## src/rtl/conv_pkg.sv

```systemverilog
// conv_pkg: shared FSM state type and ternary activation encodings for the psum accumulator
package conv_pkg;
  typedef enum logic {ACCUM, OUTPUT} state_t;
  localparam logic signed [1:0] TERN_POS = 2'sb01;
  localparam logic signed [1:0] TERN_ZERO = 2'sb00;
  localparam logic signed [1:0] TERN_NEG = 2'sb11;
endpackage

```

## src/rtl/conv_ternary_quant.sv

```systemverilog
// conv_ternary_quant: combinational ternary quantizer of a signed accumulator against two thresholds
module conv_ternary_quant
  import conv_pkg::*;
#(
  parameter int ACC_WIDTH = 16,
  parameter logic signed [ACC_WIDTH-1:0] THRESH_POS = ACC_WIDTH'(4),
  parameter logic signed [ACC_WIDTH-1:0] THRESH_NEG = ACC_WIDTH'(-4)
) (
  input  logic signed [ACC_WIDTH-1:0] acc,
  output logic signed [1:0]           value
);
  assign value = acc >= THRESH_POS ? TERN_POS : acc <= THRESH_NEG ? TERN_NEG : TERN_ZERO;
endmodule

```

## src/rtl/conv_psum_accum.sv

```systemverilog
// conv_psum_accum: accumulates NUM_CHANNELS psums per pixel, emits ternary result; PSUM_SATURATE_EN clamps on overflow instead of wrapping
module conv_psum_accum
  import conv_pkg::*;
#(
  parameter int CONVOLUTION_DATA_WIDTH = 8,
  parameter int ACC_WIDTH = 16,
  parameter int NUM_CHANNELS = 4,
  parameter logic signed [ACC_WIDTH-1:0] THRESH_POS = ACC_WIDTH'(4),
  parameter logic signed [ACC_WIDTH-1:0] THRESH_NEG = ACC_WIDTH'(-4)
) (
  input  logic                                     clk,
  input  logic                                     reset_n,
  input  logic                                     in_valid,
  output logic                                     in_ready,
  input  logic signed [CONVOLUTION_DATA_WIDTH-1:0] in_psum,
  output logic                                     out_valid,
  input  logic                                     out_ready,
  output logic signed [1:0]                        out_value,
  output logic signed [ACC_WIDTH-1:0]              out_acc,
  output logic                                     ovf
);
  localparam int CW = NUM_CHANNELS > 1 ? $clog2(NUM_CHANNELS) : 1;
  state_t state, state_nxt;
  logic [CW-1:0] chan_cnt;
  logic signed [ACC_WIDTH-1:0] acc, acc_nxt;
  logic signed [ACC_WIDTH:0] sum;
  logic signed [1:0] q;
  logic sum_ovf, in_fire, out_fire, last;
  assign in_ready = state == ACCUM;
  assign out_valid = state == OUTPUT;
  assign out_acc = acc;
  assign in_fire = in_valid & in_ready;
  assign out_fire = out_valid & out_ready;
  assign last = chan_cnt == CW'(NUM_CHANNELS - 1);
  assign sum = (ACC_WIDTH+1)'(acc) + (ACC_WIDTH+1)'(in_psum);
  assign sum_ovf = sum[ACC_WIDTH] ^ sum[ACC_WIDTH-1];
`ifdef PSUM_SATURATE_EN
  localparam logic signed [ACC_WIDTH-1:0] ACC_MAX = {1'b0, {(ACC_WIDTH-1){1'b1}}};
  localparam logic signed [ACC_WIDTH-1:0] ACC_MIN = {1'b1, {(ACC_WIDTH-1){1'b0}}};
  assign acc_nxt = sum_ovf ? (sum[ACC_WIDTH] ? ACC_MIN : ACC_MAX) : sum[ACC_WIDTH-1:0];
`else
  assign acc_nxt = sum[ACC_WIDTH-1:0];
`endif
  conv_ternary_quant #(
    .ACC_WIDTH(ACC_WIDTH),
    .THRESH_POS(THRESH_POS),
    .THRESH_NEG(THRESH_NEG)
  ) u_quant (
    .acc(acc_nxt),
    .value(q)
  );
  always_comb state_nxt = (in_fire && last) ? OUTPUT : out_fire ? ACCUM : state;
  always_ff @(posedge clk) begin
    if (!reset_n) begin
      state <= ACCUM;
      acc <= '0;
      chan_cnt <= '0;
      out_value <= TERN_ZERO;
      ovf <= 1'b0;
    end else begin
      state <= state_nxt;
      ovf <= in_fire & sum_ovf;
      if (in_fire) begin
        acc <= acc_nxt;
        chan_cnt <= last ? '0 : chan_cnt + CW'(1);
        if (last) out_value <= q;
      end
      if (out_fire) begin
        acc <= '0;
        chan_cnt <= '0;
        out_value <= TERN_ZERO;
      end
    end
  end
endmodule
```

## config.mk

```make
export PLATFORM = sky130hd
export DESIGN_NAME = conv_psum_accum
export DESIGN_NICKNAME = d
export VERILOG_FILES = /design/src/rtl/conv_pkg.sv /design/src/rtl/conv_ternary_quant.sv /design/src/rtl/conv_psum_accum.sv
export SDC_FILE = /design/constraint.sdc
export NUM_CORES = 1
export LEC_CHECK = 0
export BUFFER_PORTS_ARGS = -buffer_cell sky130_fd_sc_hd__buf_2
export CORE_ASPECT_RATIO = 1.4
export CORE_UTILIZATION = 40
export DETAILED_ROUTE_END_ITERATION = 10
export REMOVE_ABC_BUFFERS = 1
export SETUP_SLACK_MARGIN = 0.3
export SYNTH_ARGS = -nofsm -noshare
export SYNTH_HDL_FRONTEND = slang
export SYNTH_SLANG_ARGS = --single-unit
```

## constraint.sdc

```tcl
create_clock -name clk -period 8.6 [get_ports clk]
set_input_delay 1.72 -clock clk [delete_from_list [all_inputs] [get_ports clk]]
set_output_delay 1.72 -clock clk [all_outputs]
set_load 0.005 [all_outputs]
```

==> metrics.txt <==
CTS root buffer=clkbuf_8; core area=between 3000 and 4000 sq um; vias in the first global route=1533; pwr/cell area=196 nW/um^2; critical path class=in2reg; Hold WC Path Type=reg2reg; initial antenna violation count=0; number of synthesized flops with an enable pin=0; status=finished clean; largest fanout on the critical path=3; clock tree sinks=22; post-CTS setup buffers=0; Slew Limit Fails=0; vias=1592; Critical Path AT=4.43 ns; Seq cells post-synth=22; remaining global-route overflow=0; sequential share of the synthesized area=0.267; library cells used by synthesis=43; Routed WL=approximately 4100 microns; Ports=33; clock-pin slew on the worst setup and hold paths=0.09 ns; RSZ-0062 raised after global routing=false; via/cell ratio=5.71; Pre-Repair DR Iteration Count=4; DRC viols=0; Starting DRT DRC Count=45; WHS=0.470 ns; post-synthesis cell area=roughly 1700 sq um; Final Wtd Congestion=0.835; Synth-to-Final Area Change=15.3%; clk buf depth=2; Initial Util=0.418; total power=0.373 mW; GR Util All Layers=0.192; setup TNS=0 ns; CTS Hold Buffers Added=0; first-pass GRT wire length=6730 microns; Max-Cap Viols=0; Gate Count Post-Synth=208; final hold vios=0; Die Area=4390 sq um; Post-Syn Area per Cell=7.93 sq um; H-tree levels=1; Final ANT Viol Nets=0; CP endpoint kind=register; CTS tree=done; fraction of layout cells with a size suffix above 1=0.178; cell leakage power=0.878 nW; Worst-Margin Slew=around 0.76 ns; fmax=0.233 GHz; Antenna Cells=0; post-CTS sizing=0; die height=between 70 and 80 microns; fin crit period=4.30 ns; startpoint types=input pin; DR WL/cell=between 10 and 15 microns; fraction of registers with async set/reset=0; HPWL after DPL=3070 microns; Setup Skew=0.00152 ns; # setup viols final=0; Inserted Clock Buffers=3; largest net degree at the start of global routing=26; Net count, final=around 270; Die X-Extent=56.3 microns; PortBufs=32; Worst Path Required=slightly below 9 ns; yosys warns=0; Primary FF master, synth=dfxtp_1; Tcrit/Tclk final=0.500; clk_lat worst skew=0.27 ns; Max VDD drop=approximately 0.10 mV; max_slew headroom=0.490; FP Rows=27
worst paths after layout:
kind / from / to / slack (ns) / depth (start not counted)
setup reg to reg: out_acc[0] / out_value[1] / 5.51 / 10
setup / recovery: in_psum[0] / out_value[1] / 4.30 / 11
hold / removal: chan_cnt[1] / chan_cnt[1] / 0.47 / 2
hold reg to reg: chan_cnt[1] / chan_cnt[1] / 0.47 / 2
cells in the final DEF, fill, tap and decap left out, types with 2 or more instances in the layout:
cell type / instances
a2111oi_2: 2
a211o_1: 2
a211oi_1: 6
a21o_1: 4
a21oi_1: 21
a31oi_1: 6
and2_1: 2
and3_1: 5
buf_2: 32
clkbuf_8: 3
dfxtp_1: 22
ha_1: 17
inv_1: 4
nand2_1: 31
nand3_1: 5
nand4_1: 4
nor2_1: 19
nor2b_1: 3
o21ai_0: 7
o21bai_1: 3
o22ai_1: 2
or3_1: 2
xnor2_1: 9
xor2_1: 5
through the flow:
stage,cells,setup slack (ns),cell area (sq um),utilization
2_1_floorplan,199,4.34,1610,-
6_report,279,4.30,1900,0.481
3_5_place_dp,275,3.99,1830,0.463
4_1_cts,279,4.26,1900,0.481
3_3_place_gp,275,4.05,1830,0.463
5_1_grt,279,4.16,1900,0.481
critical path, stage by stage:
cell     delay [ns]
buf_2          0.10
ha_1           0.21
fa_1           0.41
a21o_1         0.21
a211o_1        0.27
a31oi_1        0.26
a31oi_2        0.17
xnor2_1        0.19
or4_4          0.50
nor4_4         0.29
o22ai_1        0.10
sequential cells by signal, summed over array words and instances (netlist names):
name	count
ovf	1
out_acc	16
out_value	2
chan_cnt	2
out_valid	1
area by class of cell:
| class | count | area (sq um) |
|---|---|---|
| Tap cell | 43 | 53.8 |
| Clock buffer | 3 | 41.3 |
| Clock inverter | 1 | 30.0 |
| Inverter | 4 | 15.0 |
| Multi-Input combinational cell | 173 | 1150 |
| Sequential cell | 22 | 440 |
| Timing Repair Buffer | 33 | 168 |
| Fill cell | 410 | 2050 |
layer usage:
layer,wire length [microns],vias to the layer above,GRT usage
met1,1800,746,0.221
met5,0,-,0
met2,2120,26,0.349
li1,-,812,-
met3,87,8,0.0250
met4,79,0,0.0829
synthesized netlist by cell type, types with 2 or more instances:
library cell	count	area, sq um
dfxtp_1	22	440
inv_1	4	15.0
buf_2	2	10.0
a31oi_1	6	37.5
a211oi_1	6	45.0
or3_1	2	12.5
a21oi_1	21	105
nor2_1	19	71.3
a2111oi_2	2	30.0
o21bai_1	3	22.5
nand2_1	31	116
nand3_1	5	25.0
clkbuf_1	6	22.5
and2_1	2	12.5
o22ai_1	2	12.5
xnor2_1	9	78.8
and3_1	5	31.3
ha_1	17	213
o21ai_0	7	35.0
nor2b_1	3	18.8
a21o_1	4	30.0
nand4_1	4	25.0
a211o_1	2	17.5
xor2_1	5	43.8
cell families (layout without fill, tap and decap cells):
logic type,count (synthesis),in the layout,synth area share
AOI/OAI and AO/OA,61,61,0.244
and+or+nand+nor,79,79,0.234
buffers and inverters,13,41,0.0334
xor gates and xnor gates,14,14,0.0743
DFF,22,22,0.267
adders and majority gates,18,18,0.141
muxes,1,1,0.00607
power breakdown:
| group | switching, mW | internal [mW] | leakage (nW) |
|---|---|---|---|
| logic | 0.0894 | 0.0613 | 0.661 |
| registers | 0.00790 | 0.113 | 0.181 |
| clock network | 0.0391 | 0.0623 | 0.0357 |
Note: power is estimated with default switching activity, not from simulation.
